`config.mk`:
```
export PLATFORM = sky130hd
export DESIGN_NAME = sram_io_host
export DESIGN_NICKNAME = d
export VERILOG_FILES = /design/src/rtl/sram_io_host.sv
export SDC_FILE = /design/constraint.sdc
export NUM_CORES = 1
export LEC_CHECK = 0
export BUFFER_PORTS_ARGS = -buffer_cell sky130_fd_sc_hd__buf_2
export CAP_MARGIN = 0
export CORE_MARGIN = 4
export CORE_UTILIZATION = 49
export CTS_CLUSTER_DIAMETER = 30
export DETAILED_ROUTE_END_ITERATION = 8
export GPL_ROUTABILITY_DRIVEN = 0
export HOLD_SLACK_MARGIN = 0.06
export PLACE_DENSITY_LB_ADDON = 0.15
export SKIP_CTS_REPAIR_TIMING = 1
export SKIP_LAST_GASP = 1
export SYNTH_ARGS = -nofsm -noshare
export SYNTH_HDL_FRONTEND = slang
export SYNTH_SLANG_ARGS = --single-unit
```
`constraint.sdc`:
```
create_clock -name clk -period 3.81 [get_ports clk]
set_input_delay 0.1905 -clock clk [delete_from_list [all_inputs] [get_ports clk]]
set_output_delay 0.1905 -clock clk [all_outputs]
set_load 0.1 [all_outputs]
```
`src/rtl/sram_io_host.sv`:
```
// Host-side initiator for the SRAM_IO_CTRL serial load/handshake protocol.
// Runs LOAD, EXEC and (for reads) UNLOAD phases and returns a one-cycle response.
module sram_io_host #(
  parameter int MEMORY_DATA_WIDTH = 8,
  parameter int MEMORY_ADDR_WIDTH = 9,
  parameter int REG_BITS_WIDTH    = MEMORY_ADDR_WIDTH + MEMORY_DATA_WIDTH,
  parameter int TIMEOUT_CYC       = 64
) (
  input  logic                         clk,
  input  logic                         rst_n,
  input  logic                         cmd_valid,
  output logic                         cmd_ready,
  input  logic                         cmd_we,
  input  logic [MEMORY_ADDR_WIDTH-1:0] cmd_addr,
  input  logic [MEMORY_DATA_WIDTH-1:0] cmd_wdata,
  output logic                         rsp_valid,
  output logic [MEMORY_DATA_WIDTH-1:0] rsp_rdata,
  output logic                         rsp_err,
  output logic                         BGN,
  output logic [1:0]                   CTRL,
  output logic                         LOAD_N,
  output logic                         SI,
  input  logic                         RDY,
  input  logic                         SO
);

  // state       | meaning
  // S_IDLE      | waiting for a command, cmd_ready high
  // S_BGN_ON    | raise BGN for the current phase
  // S_MODE      | drive CTRL with the phase mode
  // S_LOADN     | pull LOAD_N low
  // S_GAP       | one idle cycle before shifting
  // S_SHIFT     | LOAD: shift frame out on SI; UNLOAD: sample SO
  // S_WAIT_RDY  | hold until RDY=1 (timed)
  // S_BGN_OFF   | drop BGN
  // S_LOADN_OFF | release LOAD_N
  // S_WAIT_NRDY | hold until RDY=0 (timed), then next phase or done
  // S_DONE      | successful response pulse
  // S_ERR       | timeout response pulse

  localparam int BW = $clog2(REG_BITS_WIDTH);
  localparam int TW = $clog2(TIMEOUT_CYC + 1);

  typedef enum logic [3:0] {
    S_IDLE, S_BGN_ON, S_MODE, S_LOADN, S_GAP, S_SHIFT, S_WAIT_RDY,
    S_BGN_OFF, S_LOADN_OFF, S_WAIT_NRDY, S_DONE, S_ERR
  } state_t;

  typedef enum logic [1:0] {PH_LOAD, PH_EXEC, PH_UNLOAD} phase_t;

  state_t                       state, state_d;
  phase_t                       phase, phase_d;
  logic                         we_q;
  logic [REG_BITS_WIDTH-1:0]    shreg;
  logic [MEMORY_DATA_WIDTH-1:0] rdata_q;
  logic [BW-1:0]                bit_cnt;
  logic [TW-1:0]                to_cnt;
  logic                         bgn_q;
  logic                         loadn_q;
  logic [1:0]                   ctrl_q;

  function automatic logic [1:0] mode_of(input phase_t ph, input logic we);
    logic [1:0] m;
    m = 2'b00;
    case (ph)
      PH_EXEC:   m = we ? 2'b11 : 2'b01;
      PH_UNLOAD: m = 2'b10;
      default:   m = 2'b00;
    endcase
    return m;
  endfunction

  always_comb begin
    state_d = state;
    phase_d = phase;
    case (state)
      S_IDLE: begin
        if (cmd_valid) begin
          state_d = S_BGN_ON;
          phase_d = PH_LOAD;
        end
      end
      S_BGN_ON:    state_d = S_MODE;
      S_MODE:      state_d = S_LOADN;
      S_LOADN:     state_d = S_GAP;
      S_GAP:       state_d = (phase == PH_EXEC) ? S_WAIT_RDY : S_SHIFT;
      S_SHIFT:     if (bit_cnt == '0) state_d = S_WAIT_RDY;
      S_WAIT_RDY: begin
        if (RDY)                 state_d = S_BGN_OFF;
        else if (to_cnt == '0)   state_d = S_ERR;
      end
      S_BGN_OFF:   state_d = S_LOADN_OFF;
      S_LOADN_OFF: state_d = S_WAIT_NRDY;
      S_WAIT_NRDY: begin
        if (!RDY) begin
          case (phase)
            PH_LOAD: begin
              state_d = S_BGN_ON;
              phase_d = PH_EXEC;
            end
            PH_EXEC: begin
              if (we_q) begin
                state_d = S_DONE;
              end else begin
                state_d = S_BGN_ON;
                phase_d = PH_UNLOAD;
              end
            end
            default: state_d = S_DONE;
          endcase
        end else if (to_cnt == '0) begin
          state_d = S_ERR;
        end
      end
      S_DONE:  state_d = S_IDLE;
      S_ERR:   state_d = S_IDLE;
      default: state_d = S_IDLE;
    endcase
  end

  always_ff @(posedge clk or negedge rst_n) begin
    if (!rst_n) begin
      state   <= S_IDLE;
      phase   <= PH_LOAD;
      we_q    <= 1'b0;
      shreg   <= '0;
      rdata_q <= '0;
      bit_cnt <= '0;
      to_cnt  <= '0;
      bgn_q   <= 1'b0;
      loadn_q <= 1'b1;
      ctrl_q  <= 2'b00;
    end else begin
      state   <= state_d;
      phase   <= phase_d;
      // Pin drivers are decoded from the next state so they line up with it.
      bgn_q   <= state_d inside {S_BGN_ON, S_MODE, S_LOADN, S_GAP, S_SHIFT, S_WAIT_RDY};
      loadn_q <= !(state_d inside {S_LOADN, S_GAP, S_SHIFT, S_WAIT_RDY, S_BGN_OFF});
      if (state_d == S_MODE)
        ctrl_q <= mode_of(phase_d, we_q);
      else if (state_d inside {S_IDLE, S_DONE, S_ERR})
        ctrl_q <= 2'b00;

      if (state == S_IDLE && cmd_valid) begin
        we_q    <= cmd_we;
        shreg   <= {cmd_addr, cmd_we ? cmd_wdata : {MEMORY_DATA_WIDTH{1'b0}}};
        rdata_q <= '0;
      end else if (state == S_SHIFT) begin
        if (phase == PH_LOAD)
          shreg <= shreg >> 1;
        else
          rdata_q <= {SO, rdata_q[MEMORY_DATA_WIDTH-1:1]};
      end

      if (state == S_GAP)
        bit_cnt <= (phase == PH_LOAD) ? BW'(REG_BITS_WIDTH - 1) : BW'(MEMORY_DATA_WIDTH - 1);
      else if (state == S_SHIFT && bit_cnt != '0)
        bit_cnt <= bit_cnt - 1'b1;

      // Timeout down-counter reloads on every entry into a wait state.
      if (state_d != state && state_d inside {S_WAIT_RDY, S_WAIT_NRDY})
        to_cnt <= TW'(TIMEOUT_CYC - 1);
      else if (state inside {S_WAIT_RDY, S_WAIT_NRDY} && to_cnt != '0)
        to_cnt <= to_cnt - 1'b1;
    end
  end

  assign cmd_ready = (state == S_IDLE);
  assign rsp_valid = (state == S_DONE) || (state == S_ERR);
  assign rsp_err   = (state == S_ERR);
  assign rsp_rdata = (state == S_DONE) ? rdata_q : '0;
  assign BGN       = bgn_q;
  assign LOAD_N    = loadn_q;
  assign CTRL      = ctrl_q;
  assign SI        = (state == S_SHIFT) && (phase == PH_LOAD) && shreg[0];

endmodule

```
After elaboration in Yosys (flattened, before gate mapping)
Cells that the tools add are included.
Widths: inputs -> output; s select.
{"block": "word_totals", "ff_bits": 48, "input_bits": 23, "out_inout_bits": 16, "elab_cells": 96}
{"block": "op_classes", "n_eq_ne": 26, "n_mux": 31, "addsub": 2, "reduce_logical": 27}
{"op": "$mux 17", "count": 3}
{"op": "$mux 8", "count": 5}
{"op": "$pmux 4 s10", "count": 1}
{"op": "$eq 4x3->1 const B", "count": 8}
{"op": "$eq 4x4->1 const B", "count": 7}
{"op": "$mux 4", "count": 6}
{"op": "$eq 4x2->1 const B", "count": 4}
{"op": "$mux 5", "count": 3}
{"op": "$mux 2", "count": 7}
{"op": "$mux 7", "count": 2}
{"op": "$reduce_bool 2->1", "count": 7}
{"op": "$pmux 2 s2", "count": 3}
{"op": "$reduce_bool 5->1", "count": 2}
{"op": "$eq 4x1->1 const B", "count": 2}
{"op": "$logic_not 4->1", "count": 2}
{"op": "$pmux 4 s2", "count": 1}
{"op": "$logic_not 7->1", "count": 1}
{"op": "$reduce_bool 7->1", "count": 1}
{"op": "$sub 7x1->7 const B", "count": 1}
{"op": "$logic_and 1x1->1", "count": 6}
{"op": "$reduce_bool 6->1", "count": 1}
{"op": "$logic_not 5->1", "count": 1}
{"op": "$sub 5x1->5 const B", "count": 1}
{"op": "$eq 2x1->1 const B", "count": 2}
{"op": "other kinds (8)", "count": 9}

Logic depth before layout (Yosys ltp)
Gate-level depths: netlist (run 1).
{"block": "logic_depth", "word_depth": 8, "ltp_mapped": 10, "ltp_nobuf": 9}

Least setup slack after synthesis (run 1)
OpenSTA, ideal clock, no wires.
{"block": "synth_timing", "path_type": "register -> output", "startpoint": "reg state[0]", "endpoint": "out cmd_ready", "path_buffers": 2, "stages_incl_launch_ff": 4, "t_arrival_ns": 3.627, "required_time_ns": 3.619, "path_slack_ns": -0.008, "cell_sequence": "dfrtp_1 buf_2 clkbuf_1 nor4_1"}
{"block": "synth_via", "elab_chain_len": 1}
{"item": "start: declaration", "line": "51", "rtl": "state_t state, state_d;"}
{"item": "start signal: assignment", "line": "134", "rtl": "state <= state_d;"}
{"item": "$logic_not 4->1", "line": "168", "rtl": "assign cmd_ready = (state == S_IDLE);"}
{"item": "end: declaration", "line": "12", "rtl": "output logic cmd_ready,"}
Every way passes these cells.

Worst setup path in the final report (run 1)
{"block": "layout_timing", "startpoint": "reg state[0]", "endpoint": "reg ctrl_q[1] (netlist: CTRL[1])"}
{"block": "layout_via", "elab_cells_between_ends": 27, "cone_classes": "14 x eq/ne; 9 x mux; 4 x reduce/logical"}
{"item": "$eq 4x4->1 or $logic_not 4->1 (tied branches)", "line": "76", "rtl": "case (state)"}
{"item": "$pmux 2 s2 (*)", "line": "76"}
{"item": "named net phase_d[0]", "line": "52", "rtl": "phase_t phase, phase_d;"}
{"item": "$eq 2x2->1 or $eq 2x1->1 (tied branches)", "line": "65", "rtl": "case (ph)"}
{"item": "$pmux 2 s2 (*)", "line": "65"}
{"item": "$mux 2 (*)", "line": "139", "rtl": "if (state_d == S_MODE)"}
{"item": "end signal: assignment", "line": "140", "rtl": "ctrl_q <= mode_of(phase_d, we_q);"}
{"item": "end: declaration", "line": "60", "rtl": "logic [1:0] ctrl_q;"}
The timed path passes the listed nets; every way through them passes the cells marked *.
A chain may end at the register's enable or synchronous reset.

==> results of run 1 <==
metrics by stage:
stage	setup WS [ps]	instances	area (sq um)	util
floorplan	856	270	2680	-
global placement	1070	365	2910	0.559
detailed placement	925	365	2910	0.559
CTS	905	373	3000	0.577
global route	614	373	3000	0.577
finish	918	373	3000	0.577
worst max-delay path, cell delays in order, from the launching register on:
cell	delay, ps
dfrtp_1	790
inv_1	400
and3_1	250
buf_4	240
nor3_1	420
inv_1	90
ha_1	190
a21oi_1	120
nor2_1	50
a32o_1	240
metal layers:
layer,part of all wire,up-vias
met5,0,-
met4,0.024,0
met3,0.039,11
met2,0.46,33
met1,0.47,993
li1,-,1031
synthesized netlist by cell type, types with 3 or more instances:
cell type,instances
mux2i_1,25
nor2_1,17
clkbuf_1,9
xnor2_1,7
nor3_1,5
nor3b_1,3
and3_1,11
xor2_1,3
o21ai_1,12
inv_1,11
a21oi_1,10
buf_2,5
nand2b_1,3
nand2_1,27
o21ai_0,8
nand3_1,13
ha_1,6
nor4_1,5
dfrtp_1,47
logic make-up after synthesis:
family                   Yosys count
adder cells (fa/ha/maj)            6
buffers and inverters             27
XOR/XNOR                          10
flip-flops                        48
AND/OR/NAND/NOR                  101
multiplexers                      26
AO/OA/AOI/OAI                     52
state kept, by name (all words and copies together) (netlist names):
| name | flops |
|---|---|
| BGN | 1 |
| shreg | 17 |
| rdata_q | 8 |
| state | 4 |
| phase | 2 |
| we_q | 1 |
| to_cnt | 7 |
| bit_cnt | 5 |
| CTRL | 2 |
| LOAD_N | 1 |
final cells by class:
cell class / count / area, sq um / share of cell area
flip-flops and latches: 48 / 1200 / 0.400
repair buffers: 40 / 205 / 0.0683
clock inverters: 2 / 13.8 / 0.00458
inverters: 12 / 45.0 / 0.0150
multi-input cells: 195 / 1370 / 0.455
well taps: 70 / 87.6 / 0.0292
clock buffers: 6 / 82.6 / 0.0275
how the worst min path moves through the flow:
stage                      startpoint   endpoint  slack, ps  cells past startpoint
after global routing      cmd_addr[2]  shreg[10]         90                      3
after floorplan                 rst_n        BGN       -110                      0
final                           rst_n  to_cnt[3]         60                      1
after detailed placement  cmd_addr[4]  shreg[12]        400                      3
after CTS                 cmd_addr[4]  shreg[12]         80                      3
after global placement    cmd_addr[8]  shreg[16]        380                      3
power by group:
part | total (mW) | switching, mW | internal [mW]
registers | 0.942 | 0.226 | 0.716
logic | 1.20 | 0.740 | 0.458
clock network | 0.322 | 0.174 | 0.149
==> metrics.md, run 1 <==
| Metric | Value |
|---|---|
| Routed vias | `2068` |
| Final hold slack | `60.6 ps` |
| Clock Latency Late Sink | `310 ps` |
| Setup Crit Path Kind | `reg -> reg` |
| IO Pins | `39` |
| Main combinational cell family by area after synthesis | `simple AND/OR/NAND/NOR gates` |
| GR Util met1 | `0.236` |
| Sink Count | `48` |
| Slew Limit Fails | `0` |
| Met3 GRT Util | `0.0406` |
| Final period utilization | `0.759` |
| DR DRC count | `0` |
| FP Rows | `26` |
| Placeable Area | `0.00520 sq mm` |
| Area fraction in compound gates after synthesis | `0.137` |
| Hold Path Class | `in -> async` |
| CTS tree | `done` |
| Worst-case clock buffer depth | `2` |
| Synth Register Bits | `48` |
| Post-synth top area share | `0.440` |
| Leak | `1.46 nW` |
| Layout Nets | `331` |
| Yosys cell types | `54` |
| M2 GR Usage | `0.280` |
| 1st-iter DRT viols | `92` |
| Antenna-violating nets left | `0` |
| Async SR Flop Fraction | `1.00` |
| Seq/Total Area, Yosys | `0.449` |
| Worst-margin pin slew | `1040 ps` |
| Final setup fails | `0` |
| Final Critical Period | `2890 ps` |
| Most frequent cells in the layout | `dfrtp_1 (47), buf_2 (38), nand2_1 (27)` |
| R2R Path End | `CTRL[1]` |
| Setup Skew | `5.42 ps` |
| Power density over the cells | `819 mW/mm^2` |
| H-tree Lvls | `2` |
| Hold violation count in the final report | `0` |
| Router iterations before antenna repair | `4` |
| Starting Density | `0.514` |
| Die area | `0.00671 sq mm` |
| # port buffers | `38` |
| Commonest non-fill, non-tap cell in the layout | `dfrtp_1` |
| Largest cells by area after synthesis | `dfrtp_1 (44%), mux2i_1 (9.4%), nand2_1 (3.8%)` |
| Fillcell total | `483` |
| Synthesized area | `0.00268 sq mm` |
| Post-synthesis xor/xnor area fraction | `0.0327` |
| Post-DP HPWL | `3800 um` |
| Reg2reg path depth | `9` |
| Tot Pwr | `2.46 mW` |
| CP arrival | `3090 ps` |
| N_diodes | `0` |
| Avg WL per Cell | `14.2 um` |
| Cell taking the most area after synthesis | `dfrtp_1` |
| Synth Area in Simple Gates | `0.212` |
| VDD IR max | `363 uV` |
| TritonCTS Buffers | `5` |
| Die H | `81.9 um` |
| Setup TNS | `0 ps` |
| Worst flop-to-flop path startpoint | `state[0]` |
| Req. time, crit path | `4010 ps` |
| Multiplexer area fraction after synthesis | `0.0992` |
| Post-Synth Adder-Cell Area | `0.0281` |
| Vias in the first global route | `1985` |
| Yosys warns | `0` |
| Fmax | `346 MHz` |
| Grt total ovfl | `0` |
| Top_reg_cell synth | `dfrtp_1` |
| EDFF count, synth | `0` |
| Syn Nets | `299` |
| Antenna violations before repair | `0` |
| Chip width | `81.9 um` |
| Crit-path max FO | `43` |
| Crit. Startpoint | `state[0]` |
| Share of cells above drive strength 1 | `0.201` |
| Unrepaired setup endpoints after global routing | `false` |
| Clk Tree Root Cell | `clkbuf_8` |
| Crit start category | `flop` |
| Maxcap violations | `0` |
| Syn Inst Count | `270` |
| Slew margin rel. | `0.308` |
| CP Capture Point | `CTRL[1]` |
| Outcome | `complete, no violations` |
| Clk slew on worst S/H paths | `90 ps` |
| Average size of a mapped cell | `9.91 sq um` |
| Critical Path End Type | `flop` |
| Most used routing layer in global routing | `met2` |
| First-pass GRT wire length | `9190 um` |
| Vias/cell | `5.54` |
| Area growth syn-to-layout | `12.3%` |
| DRT Wirelength | `5300 um` |
| Largest net degree at the start of global routing | `49` |
| R2R Setup Slk | `920 ps` |
| All-Layer GR Usage | `0.179` |
No activity file was read; power rests on OpenSTA's default activity.
==> run 2, diff against run 1 <==
--- a/config.mk
+++ b/config.mk
@@ -5,6 +5,7 @@
 export SDC_FILE = /design/constraint.sdc
 export NUM_CORES = 1
 export LEC_CHECK = 0
+export ABC_AREA = 1
 export BUFFER_PORTS_ARGS = -buffer_cell sky130_fd_sc_hd__buf_2
 export CAP_MARGIN = 0
 export CORE_MARGIN = 4
==> constraint.sdc (replaced) <==
create_clock -name clk -period 2.6 [get_ports clk]
set_input_delay 0.13 -clock clk [delete_from_list [all_inputs] [get_ports clk]]
set_output_delay 0.13 -clock clk [all_outputs]
set_load 0.1 [all_outputs]
==> run 2 against run 1 <==
Via count up 17%. Clock-buffer cell count unchanged. Sequential power is 21% higher. Worst hold slack got worse by 4.3 ps. Die area up 0.98%. Power up 33%. Critical path depth fell by 3. Register-to-register slack worse by 290 ps. Critical path type is now reg -> out.
==> metrics.md, run 2 <==
| Metric | Value |
|---|---|
| Outcome | `complete, no violations` |
| Grt total ovfl | `0` |
| All-Layer GR Usage | `0.187` |
| Antenna-violating nets left | `0` |
| Logic pwr share | `0.526` |
| Starting Density | `0.516` |
| Top_reg_cell synth | `dfrtp_1` |
| Clock group share of total power | `0.125` |
| Die area | `0.00677 sq mm` |
| Chip width | `82.3 um` |
| Slew Limit Fails | `0` |
| Yosys cell types | `31` |
| Antenna violations before repair | `0` |
| Maxcap violations | `0` |
| CP Capture Point | `SI` |
| R2R Setup Slk | `630 ps` |
| IO Pins | `39` |
| Internal power | `1.70 mW` |
| Routed vias | `2417` |
| Max reg flops | `17` |
| Share of cells above drive strength 1 | `0.166` |
| Worst-margin pin slew | `825 ps` |
| Unrepaired setup endpoints after global routing | `false` |
| Final setup fails | `0` |
| Slew margin rel. | `0.450` |
| Hold_sp | `cmd_addr[8]` |
| Vias in the first global route | `2241` |
| Largest cells by area after synthesis | `dfrtp_1 (43%), nand2_1 (10%), o21ai_0 (10%)` |
| H-tree Lvls | `2` |
| First-pass GRT wire length | `9870 um` |
| # port buffers | `38` |
| Average size of a mapped cell | `7.37 sq um` |
| TritonCTS Buffers | `5` |
| Yosys warns | `0` |
| Reg2reg path depth | `9` |
| Clk Tree Root Cell | `clkbuf_8` |
| Post-DP HPWL | `4330 um` |
| Final period utilization | `0.826` |
| Net Sw Power | `1.58 mW` |
| Hold violation count in the final report | `0` |
| Setup Crit Path Kind | `reg -> out` |
| Synthesized area | `0.00270 sq mm` |
| Fillcell total | `526` |
| Crit-path max FO | `11` |
| Vias/cell | `5.04` |
| Setup TNS | `0 ps` |
| Most frequent cells in the layout | `nand2_1 (75), inv_1 (59), o21ai_0 (55)` |
| Synth Register Bits | `48` |
| Final Critical Period | `2150 ps` |
| Seq/Total Area, Yosys | `0.445` |
| Clk slew on worst S/H paths | `80 ps` |
| Crit start category | `flop` |
| Sw frac | `0.481` |
| Placeable Area | `0.00524 sq mm` |
| 1st-iter DRT viols | `160` |
| Async SR Flop Fraction | `1.00` |
| Fmax | `466 MHz` |
| Inst Count DP | `472` |
| DR DRC count | `0` |
| CTS tree | `done` |
| Req. time, crit path | `2470 ps` |
| N_diodes | `0` |
| Hold Path Class | `in -> reg` |
| Crit. Startpoint | `state[1]` |
| Sequential power share | `0.348` |
| Sink Count | `48` |
| Most flop-heavy register | `shreg` |
| Area growth syn-to-layout | `13.7%` |
| Syn Inst Count | `367` |
| Critical Path End Type | `primary output` |
| Worst-case clock buffer depth | `2` |
| Syn Nets | `396` |
| FP Rows | `26` |
| Setup Skew | `7.04 ps` |
| Clock Latency Late Sink | `290 ps` |
| Synth top cells by count | `nand2_1 (75), inv_1 (59), o21ai_0 (55)` |
| DRT Wirelength | `5680 um` |
| CP arrival | `2020 ps` |
| Router iterations before antenna repair | `5` |
| Die H | `82.3 um` |
| R2R Path End | `CTRL[1]` |
| Cell taking the most area after synthesis | `dfrtp_1` |
| Avg WL per Cell | `11.8 um` |
| Commonest non-fill, non-tap cell in the layout | `nand2_1` |
| EDFF count, synth | `0` |
| Layout Nets | `439` |
| Largest net degree at the start of global routing | `37` |
| Power density over the cells | `1070 mW/mm^2` |
| Worst flop-to-flop path startpoint | `state[3]` |
| Leak | `1.58 nW` |
| Top-count cell post-synth | `nand2_1` |
| Biggest regs | `shreg x17, rdata_q x8, to_cnt x7` |
| VDD IR max | `545 uV` |
| Post-route insts no fill | `480` |
| Post-synth top area share | `0.435` |
[run 2: cell count changes after synthesis, moves of 11 or more]
cell / delta
and3_1: -11
nor2_1: +28
o21ai_1: -12
nand3_1: +18
mux2i_1: -25
inv_1: +48
o21ai_0: +47
nand2_1: +48
[run 2: kinds of logic after synthesis]
family          count (synthesis)  share of synthesized area
simple gates                  169                      0.275
xor+xnor                        6                     0.0194
fa+ha+maj                       6                     0.0278
buf+inv                        70                     0.0986
flops                          48                      0.445
compound gates                 68                      0.135
[run 2: critical path: stages, from the launching register on]
cell	delay (ps)
dfrtp_1	440
inv_2	140
nand2_1	90
nor2_2	200
nand2_1	250
nor2_1	160
buf_2	440
[run 2: layout make-up]
cell class	instances	area, sq um	area share
multi-input cells	249	1230	0.402
flip-flops and latches	48	1200	0.391
repair buffers	44	238	0.0774
inverters	62	233	0.0757
well taps	70	87.6	0.0285
clock buffers	6	72.6	0.0236
clock inverters	1	5.00	0.00163
[run 2: worst min-delay path by stage]
stage / end / slack, ps / cells past startpoint
final: shreg[16] / 60 / 3
after detailed placement: bit_cnt[3] / 280 / 1
after global routing: shreg[16] / 60 / 3
after global placement: bit_cnt[1] / 270 / 1
after floorplan: BGN / -170 / 0
after CTS: bit_cnt[3] / -40 / 1
[run 2: metrics by stage]
step | power (mW) | setup slack (ps) | area, sq um | utilization | hold slack (ps)
floorplan | 2.51 | 197 | 2700 | - | -166
global placement | 2.84 | 689 | 2990 | 0.570 | 270
detailed placement | 2.87 | 660 | 2990 | 0.570 | 281
CTS | 3.30 | 447 | 3060 | 0.585 | -44.7
global route | 3.62 | 307 | 3070 | 0.587 | 63.1
finish | 3.28 | 453 | 3070 | 0.587 | 56.3
[run 2: metal layers]
layer  GRT usage  part of all wire  vias up
li1            -                 -     1243
met1       0.256              0.47     1101
met2       0.299              0.46       66
met3      0.0423             0.060        7
met4      0.0515            0.0074        0
met5           0                 0        -
[run 2: power by group through the flow]
stage	clock network [mW]	logic (mW)	registers [mW]
final	0.411	1.73	1.14
after global routing	0.460	1.98	1.17
after CTS	0.429	1.73	1.14
after detailed placement	0	1.72	1.16
after global placement	0	1.69	1.15
after floorplan	0	1.27	1.25
==> run 3, diff against run 2 <==
==> constraint.sdc (replaced) <==
create_clock -name clk -period 2.2 [get_ports clk]
set_input_delay 0.11 -clock clk [delete_from_list [all_inputs] [get_ports clk]]
set_output_delay 0.11 -clock clk [all_outputs]
set_load 0.1 [all_outputs]
==> run 3 against run 2 <==
Largest power group unchanged. Clock skew rose by 0.66 ps. Utilization rose by 2.0 points. Global-route usage barely moved. Non-clock buffer count rose by 7. Critical path type unchanged. Critical path depth did not move. Highest routed layer unchanged. Clock-buffer cell count did not move. Worst hold slack got worse by 7.9 ps. Clock power rose by 52%. Wire length fell by 0.44%.
==> metrics.md, run 3 (synthesized netlist as in run 2, its figures left out) <==
| Metric | Value |
|---|---|
| VDD IR max | `599 uV` |
| Outcome | `complete, no violations` |
| Power density over the cells | `1270 mW/mm^2` |
| Vias in the first global route | `2236` |
| Post-DP HPWL | `4210 um` |
| All-Layer GR Usage | `0.188` |
| IO Pins | `39` |
| Slew Limit Fails | `0` |
| R2R Setup Slk | `220 ps` |
| FP Rows | `26` |
| Antenna violations before repair | `0` |
| First-pass GRT wire length | `9870 um` |
| Starting Density | `0.516` |
| DR DRC count | `0` |
| Router iterations before antenna repair | `4` |
| Leak | `1.62 nW` |
| Sink Count | `48` |
| Crit start category | `flop` |
| Setup Skew | `7.70 ps` |
| N_diodes | `0` |
| Hold Path Depth | `3` |
| Hold_sp | `cmd_addr[4]` |
| Grt total ovfl | `0` |
| Most flop-heavy register | `shreg` |
| Clock Latency Late Sink | `300 ps` |
| Fmax | `481 MHz` |
| Worst flop-to-flop path startpoint | `state[1]` |
| Clk slew on worst S/H paths | `90 ps` |
| Req. time, crit path | `2090 ps` |
| Critical Path End Type | `primary output` |
| Multi-input gate area | `0.00124 sq mm` |
| Placeable Area | `0.00524 sq mm` |
| Crit-path max FO | `11` |
| Fillcell total | `503` |
| Final Core Density | `0.607` |
| CP arrival | `1970 ps` |
| TritonCTS Buffers | `5` |
| Endpoint of the worst hold path | `shreg[12]` |
| Max reg flops | `17` |
| Die area | `0.00677 sq mm` |
| Final Critical Period | `2080 ps` |
| 1st-iter DRT viols | `144` |
| Area growth syn-to-layout | `17.5%` |
| Chip width | `82.3 um` |
| Die H | `82.3 um` |
| Setup Crit Path Kind | `reg -> out` |
| Slew margin rel. | `0.674` |
| Maxcap violations | `0` |
| Crit. Startpoint | `state[1]` |
| Final setup fails | `0` |
| Hold violation count in the final report | `0` |
| Antenna-violating nets left | `0` |
| Vias/cell | `4.97` |
| R2R Path End | `CTRL[1]` |
| Biggest regs | `shreg x17, rdata_q x8, to_cnt x7` |
| Worst-margin pin slew | `492 ps` |
| Final period utilization | `0.945` |
| Seq. cell area | `0.00120 sq mm` |
| Reg2reg path depth | `9` |
| H-tree Lvls | `2` |
| Clk Tree Root Cell | `clkbuf_8` |
| Layout Nets | `446` |
| Commonest non-fill, non-tap cell in the layout | `nand2_1` |
| Routed vias | `2425` |
| Hold Path Class | `in -> reg` |
| Setup TNS | `0 ps` |
| Worst-case clock buffer depth | `2` |
| # port buffers | `38` |
| Most frequent cells in the layout | `nand2_1 (75), inv_1 (59), o21ai_0 (55)` |
| Largest net degree at the start of global routing | `25` |
| CTS tree | `done` |
| Avg WL per Cell | `11.6 um` |
| DRT Wirelength | `5660 um` |
| Share of cells above drive strength 1 | `0.172` |
-- run 3: changes by cell type in the layout (fill, tap and decap cells not counted), sizes merged --
cell,previous run,this run
dlygate4sd3,1,7
bufinv,0,1
clkbuf,6,7
-- run 3: power breakdown --
group,internal [mW],total [mW],switching [mW]
Combinational,0.624,2.05,1.43
Clock,0.338,0.625,0.288
Sequential,1.19,1.36,0.171
Total,2.15,4.03,1.88
-- run 3: how the worst max path moves through the flow --
stage                   end  slack (ps)  cells past startpoint
5_1_grt                  SI         -10                      6
3_5_place_dp        CTRL[1]         200                     11
6_report                 SI         120                      6
4_1_cts                  SI          30                      6
2_1_floorplan  rsp_rdata[0]          20                      4
3_3_place_gp        CTRL[1]         250                      9
-- run 3: cell type report --
class                      instances  share of cell area
inverter                          62              0.0733
sequential                        48               0.379
clock buffer                       6              0.0228
clock inverter                     2              0.0110
multi-input combinational        249               0.390
timing repair buffer              51              0.0969
tap                               70              0.0276
-- run 3: routing by layer --
metal / global-route usage / part of all wire
met5: 0 / 0
met4: 0.0399 / 0.0074
met3: 0.0401 / 0.053
met2: 0.296 / 0.46
met1: 0.266 / 0.48
-- run 3: through the flow --
| step | instance area (sq um) | hold slack (ps) | worst slack [ps] | total power [mW] | cells |
|---|---|---|---|---|---|
| after global placement | 3000 | -11.4 | 255 | 3.39 | 473 |
| after floorplan | 2710 | -186 | 23.5 | 2.97 | 367 |
| after detailed placement | 3000 | -12.9 | 196 | 3.40 | 473 |
| after CTS | 3100 | -346 | 26.3 | 4.05 | 481 |
| after global routing | 3180 | 62.6 | -11.4 | 4.44 | 488 |
| final | 3180 | 48.3 | 120 | 4.03 | 488 |
-- run 3: critical path: stages (launching register included) --
cell	delay [ps]
dfrtp_1	470
inv_2	150
nand2_1	90
nor2_2	190
nand2_1	280
nor2_2	150
clkbuf_4	340
